**src/rtl/fsm_multi_cond_ctrl.sv**
```systemverilog
// Condition-gathering controller: a tracker collects N_COND conditions into a
// "seen" mask (any order or strict index order) while a controller, armed by
// start, walks IDLE -> ARMED -> COMPLETE -> DONE with an ARMED timeout to FAULT.
module fsm_multi_cond_ctrl #(
  parameter int unsigned N_COND  = 4,
  parameter int unsigned ORDERED = 0,
  parameter int unsigned TIMEOUT = 16,
  parameter int unsigned TMR_W   = 8
) (
  input  logic              clk,
  input  logic              reset,
  input  logic [N_COND-1:0] cond,
  input  logic              start,
  input  logic              clear,
  output logic [N_COND-1:0] seen,
  output logic [1:0]        stage,
  output logic              busy,
  output logic              done,
  output logic              fault
);

  // ptr must reach N_COND once every condition has been taken in order
  localparam int unsigned PTR_W = $clog2(N_COND) + 1;

  typedef enum logic [2:0] {
    S_IDLE     = 3'd0,
    S_ARMED    = 3'd1,
    S_COMPLETE = 3'd2,
    S_DONE     = 3'd3,
    S_FAULT    = 3'd4
  } state_t;

  state_t            state_q, state_d;
  logic [N_COND-1:0] seen_q, seen_d;
  logic [N_COND-1:0] new_bits, exp_bit;
  logic [PTR_W-1:0]  ptr_q, ptr_d;
  logic [TMR_W-1:0]  timer_q, timer_d;
  logic              all_seen, tracking, order_err;

  assign all_seen = &seen_q;
  assign tracking = (state_q == S_IDLE) || (state_q == S_ARMED);
  assign new_bits = cond & ~seen_q;
  assign exp_bit  = N_COND'(1) << ptr_q;

  // Tracker next state: accumulate conditions and flag out-of-order arrivals
  always_comb begin
    seen_d    = seen_q;
    ptr_d     = ptr_q;
    order_err = 1'b0;
    if (tracking) begin
      if (ORDERED == 0) begin
        seen_d = seen_q | cond;
      end else if (new_bits != '0) begin
        if (new_bits == exp_bit) begin
          seen_d = seen_q | new_bits;
          ptr_d  = ptr_q + PTR_W'(1);
        end else begin
          order_err = 1'b1;
        end
      end
    end
  end

  // Controller next state and ARMED dwell timer
  always_comb begin
    state_d = state_q;
    timer_d = '0;
    case (state_q)
      S_IDLE: begin
        if (order_err)                    state_d = S_FAULT;
        else if (start && all_seen)       state_d = S_COMPLETE;
        else if (start && seen_q != '0)   state_d = S_ARMED;
      end
      S_ARMED: begin
        if (order_err)                              state_d = S_FAULT;
        else if (all_seen)                          state_d = S_COMPLETE;
        else if (timer_q == TMR_W'(TIMEOUT - 1))    state_d = S_FAULT;
        else                                        timer_d = timer_q + TMR_W'(1);
      end
      S_COMPLETE: state_d = S_DONE;
      S_DONE:     state_d = S_DONE;
      S_FAULT:    state_d = S_FAULT;
      default:    state_d = S_IDLE;
    endcase
  end

  // State registers; reset and clear both return everything to IDLE
  always_ff @(posedge clk) begin
    if (reset || clear) begin
      state_q <= S_IDLE;
      seen_q  <= '0;
      ptr_q   <= '0;
      timer_q <= '0;
    end else begin
      state_q <= state_d;
      seen_q  <= (state_d == S_FAULT && order_err) ? seen_q : seen_d;
      ptr_q   <= order_err ? ptr_q : ptr_d;
      timer_q <= timer_d;
    end
  end

  // Output decode from registered state
  always_comb begin
    stage = 2'b00;
    case (state_q)
      S_ARMED:    stage = 2'b01;
      S_COMPLETE: stage = 2'b10;
      S_DONE:     stage = 2'b11;
      default:    stage = 2'b00;
    endcase
  end

  assign seen  = seen_q;
  assign busy  = (state_q == S_ARMED) || (state_q == S_COMPLETE);
  assign done  = (state_q == S_COMPLETE);
  assign fault = (state_q == S_FAULT);

endmodule

```
**config.mk**
```make
export PLATFORM = sky130hd
export DESIGN_NAME = fsm_multi_cond_ctrl
export DESIGN_NICKNAME = d
export VERILOG_FILES = /design/src/rtl/fsm_multi_cond_ctrl.sv
export SDC_FILE = /design/constraint.sdc
export NUM_CORES = 1
export LEC_CHECK = 0
export CAP_MARGIN = 20
export CELL_PAD_IN_SITES_DETAIL_PLACEMENT = 1
export CELL_PAD_IN_SITES_GLOBAL_PLACEMENT = 1
export CORE_MARGIN = 8
export CORE_UTILIZATION = 25
export CTS_BUF_LIST = sky130_fd_sc_hd__clkbuf_2 sky130_fd_sc_hd__clkbuf_4 sky130_fd_sc_hd__clkbuf_8
export CTS_CLUSTER_DIAMETER = 60
export DETAILED_ROUTE_END_ITERATION = 6
export PLACE_DENSITY_LB_ADDON = 0.1
export SLEW_MARGIN = 20
export SYNTH_ARGS = -nofsm -noshare
export SYNTH_HDL_FRONTEND = slang
export SYNTH_SLANG_ARGS = --single-unit
```
**constraint.sdc**
```tcl
create_clock -name clk -period 1.13 [get_ports clk]
set_input_delay 0.2825 -clock clk [delete_from_list [all_inputs] [get_ports clk]]
set_output_delay 0.2825 -clock clk [all_outputs]
set_load 0.005 [all_outputs]
```
Yosys cells after proc, flatten, opt, wreduce, memory -nomap -nowiden
Cells that the tools add are included.
- add/subtract/negate cells: 1
- eq/ne operators: 7
- multiplexer cells: 6
- bitwise logic cells: 2
- reduce and logical (&&, ||, !) cells: 11
- operators by type and width (cell ; count):
    3-bit two-way mux ; 4
    3-bit one-hot mux with 4 select lines ; 1
    8-bit by 1-bit adder with 8-bit output, second input constant ; 1
    8-bit by 4-bit == test with 1-bit output, second input constant ; 1
    3-bit by 2-bit == test with 1-bit output, second input constant ; 2
    2-bit one-hot mux with 3 select lines ; 1
    4-bit bitwise OR ; 1
    4-bit AND reduction ; 1
    4-bit nonzero test ; 1
    4-bit OR reduction ; 1
    3-bit by 1-bit == test with 1-bit output, second input constant ; 1
    3-bit == test, second input constant ; 1
    3-bit zero test ; 1
    1-bit logical OR ; 3
    3-bit by 1-bit inequality test with 1-bit output, second input constant ; 1
    3-bit by 2-bit inequality test with 1-bit output, second input constant ; 1
    1-bit logical AND ; 2
    2-bit AND reduction ; 1
    2-bit OR reduction ; 1
    1-bit inverter ; 1
- flip-flop bits (word level): 15

Longest topological paths before layout
Gate-level depths: netlist of the first run.
- word-level depth: 5
- mapped depth: 5

Worst setup path before layout of the first run
No wires, ideal clock.
- path type: flip-flop to flip-flop
- start point: register timer_q[0]
- end point: register timer_q[2]
- setup time: 0.065 ns
- arrival time: 1.055 ns
- data required time: 1.065 ns
- slack: 0.011 ns
- cell stages (with the launch flop): 6
- buffers on the path: 0
- path through: dfxtp_1 > ha_1 > and3_1 > nand2_1 > nand3_4 > nor2_1
- longest elaborated chain between the ends: 2
- elaborated cells on any way between the ends: 3
- those cells by class: 1 x add/sub; 1 x eq/ne; 1 x reduce/logical
- RTL lines (element ; line ; source):
    from (decl) ; 37 ; logic [TMR_W-1:0] timer_q, timer_d;
    from (signal assigned) ; 98 ; timer_q <= timer_d;
    parallel branches: the longest is 2 deep, another holds 8-bit by 1-bit adder with 8-bit output ; - ;
Parallel ways; which one is timed is not known.
A chain may end at the register's enable or synchronous reset.

Worst setup path after layout of the first run
- start point: register state_q[1]
- end point: output port done
- longest elaborated chain between the ends: 1
- RTL lines (element ; line ; source):
    from (decl) ; 33 ; state_t state_q, state_d;
    from (signal assigned) ; 95 ; state_q <= state_d;
    3-bit by 2-bit == test with 1-bit output ; 115 ; assign done = (state_q == S_COMPLETE);
    to (decl) ; 18 ; output logic done,
Every way passes these cells.

==> run metrics, run 1 <==
Synth Area in Compound Gates=0.06464; setup_tns=-1.706 ns; #FFs+latches synth=15; drt pass-1 iters=4; skew final=0.001085 ns; adder-cell area share of the yosys netlist=0.01901; Synth Area in Simple Gates=0.3479; CTS tree=done; Clock Path Buffers=2; via count=628; failing checks=negative setup slack; Critical Path RT=0.85 ns; die footprint=4531 um2; Fill cells=300; synth-to-layout area growth=72.62%; first-pass GRT wire length=2967 um; fin area=1136 um2; antenna violations before repair=0; post-synth cell types=26; final worst slack=-0.2458 ns; placed instance area=959.7 um2; maximum vdd drop=688.8 uV; Mapped Nets=83; Synth warnings=0; Pwr per Cell Area=859.9 nW/um2; critical path cell sequence=and2b_2 -> nor2b_1 -> buf_2; DR WL/cell=12.57 um; initial core utilization=0.2657; Syn Area/Cell=8.894 um2; via-per-instance ratio=4.392; max cap viols=0; Rows=18; Die Width=67.31 um; Worst Setup Start Kind=flip-flop; delay-heaviest family, CP=flip-flops; Die Height=67.31 um; clock latency on the worst-skew pair=0.27 ns; sequential share of the synthesized area=0.4563; routed wire length=1798 um; post-detailed-route count of antenna-violating nets=0; endpoints failing hold=0; vias in the first global route=647; Synth Instances=74; I/O Buffers=16; Leak Pwr=0.4665 nW; CTS Sinks=15; min Tclk post-route=1.376 ns; WS Path Type=reg2out; slew margin rel.=0.8048; worst-path maximum fanout=4; H-tree depth=1; type of destination of the critical path=output pin; Antenna diodes=0; largest family of logic cells by synthesized area=simple AND/OR/NAND/NOR gates; Arr. time, crit path=1.09 ns; Mapped Area=658.1 um2; FMAX=726.9 MHz; GRT Total Usage=0.08404; RSZ-0062 raised after global routing=true; grt ovf=0; Crit path buffers/inverters=1; Synth Area in XOR/XNOR=0.09316; core area=2477 um2; status=finished with violations; Tightest Pin Transition=0.2907 ns; layout cells sized above 1=0.5664; Worst-path clk slew=0.09 ns; Boundary Pins=17; post-synthesis mux area share=0; critical path's largest stage delay=0.37 ns; DRT iter0 DRCs=12; Worst Hold Class=reg2reg; Setup violations, final=15; clock buffer count from CTS=3; fin nets=123; GP Congestion=0.7489; DP HPWL=1342 um; Root Buffer=clkbuf_4; period utilization=1.217; largest net degree at the start of global routing=9; DRC viols=0; slowest cell on the critical path=dfxtp_4; fin. max-slew vios=0
==> cell families after synthesis <==
logic type,count (synthesis)
adder cells (fa/ha/maj),1
flip-flops,15
AND/OR/NAND/NOR,40
XOR/XNOR,7
AO/OA/AOI/OAI,8
buffers and inverters,3
==> power by group <==
| part | total, mW | internal (mW) | switching, mW |
|---|---|---|---|
| combinational | 0.108 | 0.0657 | 0.0424 |
| clock | 0.327 | 0.160 | 0.166 |
| sequential | 0.542 | 0.534 | 0.00861 |
==> worst register-to-register path: cells and delay by family, from the launching register on <==
| kind | cells | cell delay (ns) |
|---|---|---|
| buffers and inverters | 2 | 0.24 |
| DFF | 1 | 0.37 |
| and+or+nand+nor | 4 | 0.57 |
==> worst paths after layout <==
path	endpoint	from	slack [ns]	cells after the start
max	done	state_q[1]	-0.25	3
min	timer_q[0]	timer_q[0]	0.50	2
max reg2reg	timer_q[2]	state_q[1]	-0.11	6
min reg2reg	timer_q[0]	timer_q[0]	0.50	2
==> state kept, by name (all words and copies together), names as in the netlist <==
signal	count
timer_q	8
seen	4
state_q	3
==> synthesized netlist by cell type, drive strengths merged <==
| cell type | instances | area, um2 |
|---|---|---|
| nand2 | 3 | 11.26 |
| nor3 | 1 | 5.000 |
| or2 | 1 | 6.260 |
| a31oi | 2 | 12.51 |
| xnor2 | 4 | 35.03 |
| a21oi | 5 | 25.02 |
| nor2b | 1 | 6.260 |
| and2b | 2 | 17.52 |
| and2 | 1 | 6.260 |
| o21ai | 1 | 5.000 |
| dfxtp | 15 | 300.3 |
| nor3b | 2 | 15.01 |
| inv | 1 | 3.750 |
| nor4 | 2 | 18.77 |
| and3 | 3 | 23.77 |
| xor2 | 3 | 26.28 |
| nand4 | 2 | 12.51 |
| clkbuf | 2 | 8.750 |
| nor2 | 19 | 78.82 |
| nand3 | 3 | 27.53 |
| ha | 1 | 12.51 |
==> stage by stage <==
step             util  instances  setup WS [ns]  hold slack, ns  power (mW)
3_5_place_dp   0.3874        133        -0.3232          0.5177      0.6479
2_1_floorplan       -         74        0.01084          0.4126      0.5924
5_1_grt        0.4586        143        -0.2951          0.5149       1.028
3_3_place_gp   0.3874        133        -0.3050          0.4983      0.6465
6_report       0.4586        143        -0.2458          0.4985      0.9770
4_1_cts        0.4359        142        -0.2459          0.4969      0.9877
==> cells in the final DEF (no fill, tap or decap), types with 2 or more instances in the layout <==
master,n
a21oi_1,4
and2b_2,2
and3_4,2
buf_2,5
buf_4,17
buf_6,5
clkbuf_4,4
clkdlybuf4s15_1,2
clkdlybuf4s50_1,7
dfxtp_1,7
dfxtp_2,5
dfxtp_4,3
nand3_1,2
nand4_1,2
nor2_1,11
nor2_2,7
nor3b_2,2
nor4_4,2
xnor2_1,3
xor2_1,3
==> area by class of cell <==
| cell class | count | area (um2) | share of cell area |
|---|---|---|---|
| timing repair buffer | 37 | 304.0 | 0.2676 |
| multi-input combinational | 56 | 442.9 | 0.3899 |
| tap | 30 | 37.54 | 0.03304 |
| inverter | 1 | 3.754 | 0.003304 |
| clock buffer | 4 | 30.03 | 0.02643 |
| sequential | 15 | 317.8 | 0.2797 |
==> layer usage <==
metal | up-vias | routed length (um) | global-route usage
met5 | - | 0 | 0
met4 | 0 | 18 | 0.02350
met3 | 2 | 86 | 0.02815
met1 | 291 | 803 | 0.09705
met2 | 9 | 890 | 0.1446
li1 | 326 | - | -
==> timing repair <==
action / 4_1_cts / 5_1_grt
setup buffers: 6 / 2
resized for setup: 54 / 16
endpoints found under the setup margin: 18 / 17
pin swaps: 15 / 8
hold buffers: 0 / 0
hold endpoints to repair: 0 / 0
Note: power is estimated with default switching activity, not from simulation.
==> run 2: changes to the inputs <==
Clock period 1.13 ns to 1.2 ns, I/O delays scaled along.
==> run metrics, run 2 (synthesis results as in run 1) <==
first-pass GRT wire length=3146 um; most frequent cells in the layout=16 x buf_4, 13 x nor2_1, 8 x dfxtp_1; slowest cell on the critical path=dfxtp_4; Tightest Pin Transition=0.2578 ns; clock latency on the worst-skew pair=0.27 ns; DRT iter0 DRCs=6; fin nets=123; Antenna diodes=0; Pwr per Cell Area=804.9 nW/um2; via count=630; largest net degree at the start of global routing=9; Setup violations, final=10; Worst-path clk slew=0.08 ns; CTS Sinks=15; post-detailed-route count of antenna-violating nets=0; Rows=18; WS Path Type=reg2out; Clock Path Buffers=2; type of destination of the critical path=output pin; Critical Path RT=0.90 ns; failing checks=negative setup slack; min Tclk post-route=1.405 ns; worst-path maximum fanout=4; I/O Buffers=16; critical path's largest stage delay=0.38 ns; Die Width=67.31 um; skew final=0.002219 ns; DRC viols=0; die footprint=4531 um2; clock buffer count from CTS=3; routed wire length=1846 um; Die Height=67.31 um; Worst Setup Start Kind=flip-flop; final worst slack=-0.2053 ns; post-route insts no fill=143; Worst Hold Class=reg2reg; Hold Buf Count CTS=0; core area=2477 um2; CTS tree=done; max FFs per register=8; synth-to-layout area growth=72.81%; RSZ-0062 raised after global routing=true; via-per-instance ratio=4.406; Root Buffer=clkbuf_4; critical path cell sequence=and2b_2 -> nor2b_4 -> buf_2; Fill cells=285; period utilization=1.171; max cap viols=0; Arr. time, crit path=1.11 ns; antenna violations before repair=0; Biggest register=timer_q; setup_tns=-0.9026 ns; commonest non-fill, non-tap cell in the layout=buf_4; GP Congestion=0.7242; fin. max-slew vios=0; drt pass-1 iters=4; FMAX=711.6 MHz; grt ovf=0; GRT Total Usage=0.09128; status=finished with violations; Overall Power=0.9154 mW; slew margin rel.=0.8275; DP HPWL=1318 um; Leak Pwr=0.4676 nW; H-tree depth=1; endpoints failing hold=0; DR WL/cell=12.91 um; vias in the first global route=698; initial core utilization=0.2657; Boundary Pins=17; maximum vdd drop=487.7 uV; Hold WS=0.5258 ns; dpl cells=131; layout cells sized above 1=0.5133
## run 2: changes by cell type in the layout (fill, tap and decap cells not counted), moves of 2 or more
cell	change
buf_6	+2
buf_2	-2
nor2_2	-3
nor2_1	+2
dlygate4sd2_1	+2
## run 2: metrics by stage
stage | area, um2 | setup WS, ns | utilization
6_report | 1137 | -0.2053 | 0.4591
5_1_grt | 1137 | -0.2699 | 0.4591
4_1_cts | 1055 | -0.2247 | 0.4258
3_5_place_dp | 944.7 | -0.2815 | 0.3813
3_3_place_gp | 944.7 | -0.2545 | 0.3813
2_1_floorplan | 658.1 | 0.08084 | -
## run 2: cell type report
cell class / instances / area [um2] / area share
multi-input cells: 56 / 432.9 / 0.3806
flip-flops and latches: 15 / 316.6 / 0.2783
repair buffers: 37 / 316.6 / 0.2783
well taps: 30 / 37.54 / 0.03300
clock buffers: 4 / 30.03 / 0.02640
inverters: 1 / 3.754 / 0.003300
## run 2: critical path, delay by kind of cell (launching register included)
family	cells	cell delay, ns
buffers and inverters	1	0.12
DFF	1	0.38
and+or+nand+nor	2	0.34
## run 2: what timing repair did
action | 4_1_cts | 5_1_grt
pin swaps | 7 | 10
gates resized for setup | 47 | 15
setup endpoints to repair | 17 | 16
hold endpoints to repair | 0 | 0
setup buffers | 6 | 4
## run 2: routing by layer
metal / up-vias / routed length (um) / GRT usage
li1: 327 / - / -
met1: 290 / 798 / 0.09656
met2: 11 / 926 / 0.1577
met3: 2 / 103 / 0.04139
met4: 0 / 18 / 0.03133
met5: - / 0 / 0
## run 2: path summary, 6_finish.rpt
kind / from / end / slack (ns) / cells past startpoint
worst max-delay path: state_q[1] / done / -0.21 / 3
worst min-delay path: seen[0] / seen[0] / 0.53 / 2
worst max register to register: state_q[2] / timer_q[0] / -0.02 / 6
worst min register to register: seen[0] / seen[0] / 0.53 / 2
## run 2: power breakdown
part	switching (mW)	internal, mW	total (mW)
Sequential	0.00851	0.502	0.511
Combinational	0.0394	0.0651	0.105
Clock	0.149	0.151	0.300
Total	0.197	0.719	0.915
==> run 3: changes to the inputs <==
Clock period 1.2 ns to 1.7 ns, I/O delays scaled along.
==> run metrics, run 3 (synthesis results as in run 1) <==
Die Height=67.31 um; RSZ-0062 raised after global routing=false; I/O Buffers=16; DRT iter0 DRCs=6; clock latency on the worst-skew pair=0.28 ns; internal power=0.4803 mW; antenna violations before repair=0; GRT Total Usage=0.07874; delay-heaviest family, CP=buffers and inverters; H-tree depth=1; Die Width=67.31 um; footprint of the multi-input gates=350.3 um2; slew margin rel.=0.8281; clock buffer count from CTS=3; Hold WS=0.4576 ns; initial core utilization=0.2657; postcts setup bufs=0; critical path cell sequence=clkdlybuf4s50_1; setup_tns=0 ns; Arr. time, crit path=1.21 ns; first-pass GRT wire length=2704 um; fin nets=106; synth-to-layout area growth=38.02%; grt ovf=0; Biggest register=timer_q; critical path's largest stage delay=0.52 ns; Worst Hold Class=reg2reg; Worst-path clk slew=0.09 ns; status=completed; Antenna diodes=0; reg2reg start=timer_q[0]; period utilization=0.9602; DP HPWL=1229 um; min Tclk post-route=1.632 ns; layout cells sized above 1=0.1979; FMAX=612.6 MHz; maximum vdd drop=345.0 uV; Rows=18; commonest non-fill, non-tap cell in the layout=nor2_1; CTS tree=done; max FFs per register=8; Clock Path Buffers=2; Critical Path RT=1.27 ns; post-detailed-route count of antenna-violating nets=0; Leak Pwr=0.3588 nW; WS Path Type=reg2out; largest net degree at the start of global routing=10; most frequent cells in the layout=18 x nor2_1, 12 x dfxtp_1, 11 x clkdlybuf4s50_1; max cap viols=0; skew final=0.003691 ns; R2R depth=5; DRC viols=0; vias in the first global route=618; via-per-instance ratio=4.619; die footprint=4531 um2; P_sw=0.1425 mW; Root Buffer=clkbuf_4; clock network fraction of total power=0.327; Net Sw Frac=0.2289; endpoints failing hold=0; Pwr per Cell Area=685.6 nW/um2; Seq pwr share=0.585; Boundary Pins=17; Crit path buffers/inverters=1; Setup violations, final=0; worst-path maximum fanout=4; final core utilization=0.3667; worst r2r dst=timer_q[7]; CTS Sinks=15; Setup crit end=seen[2]; CP Depth=1; Logic pwr share=0.089; R2R setup slack=0.44 ns; fin. max-slew vios=0; DR WL/cell=12.44 um; cts repair resizes=9; routed wire length=1567 um; Worst Setup Start Kind=flip-flop; slowest cell on the critical path=clkdlybuf4s50_1; critical path startpoint=seen[2]; type of destination of the critical path=output pin; register area=304.0 um2; GP Congestion=0.7157; Tightest Pin Transition=0.2557 ns; Setup WS pre-CTS=0.06777 ns; Fill cells=306; final worst slack=0.06761 ns; drt pass-1 iters=2; Hold Buf Count CTS=0; core area=2477 um2; via count=582
[run 3: metrics by stage]
| stage | instance area [um2] | total power, mW | cells |
|---|---|---|---|
| 2_1_floorplan | 658.1 | 0.3938 | 74 |
| 3_3_place_gp | 877.1 | 0.4294 | 122 |
| 3_5_place_dp | 877.1 | 0.4303 | 122 |
| 4_1_cts | 907.1 | 0.6392 | 126 |
| 5_1_grt | 908.4 | 0.6664 | 126 |
| 6_report | 908.4 | 0.6228 | 126 |
[run 3: per-layer routing]
metal	part of all wire	global-route usage	up-vias
li1	-	-	293
met1	0.44	0.07832	274
met5	0	0	-
met2	0.47	0.1374	13
met4	0.0051	0.02350	0
met3	0.082	0.04470	2
[run 3: worst min path at each step]
stage | cells after the start | slack (ns) | to | from
finish | 1 | 0.46 | timer_q[0] | timer_q[0]
global route | 1 | 0.50 | timer_q[0] | timer_q[0]
CTS | 1 | 0.46 | timer_q[0] | timer_q[0]
detailed placement | 1 | 0.44 | timer_q[0] | timer_q[0]
global placement | 1 | 0.43 | timer_q[0] | timer_q[0]
floorplan | 1 | 0.41 | timer_q[0] | timer_q[0]
[run 3: final cells by class]
type                    count  area share
clock buffers               3     0.02479
clock inverters             1    0.005510
inverters                   1    0.004132
multi-input cells          56      0.3857
flip-flops and latches     15      0.3347
well taps                  30     0.04132
repair buffers             20      0.2039
[run 3: power groups by stage]
stage / Sequential [mW] / Combinational, mW / Clock (mW)
2_1_floorplan: 0.370 / 0.0237 / 0
6_report: 0.364 / 0.0553 / 0.203
4_1_cts: 0.364 / 0.0570 / 0.218
3_3_place_gp: 0.372 / 0.0577 / 0
5_1_grt: 0.365 / 0.0616 / 0.240
3_5_place_dp: 0.372 / 0.0583 / 0
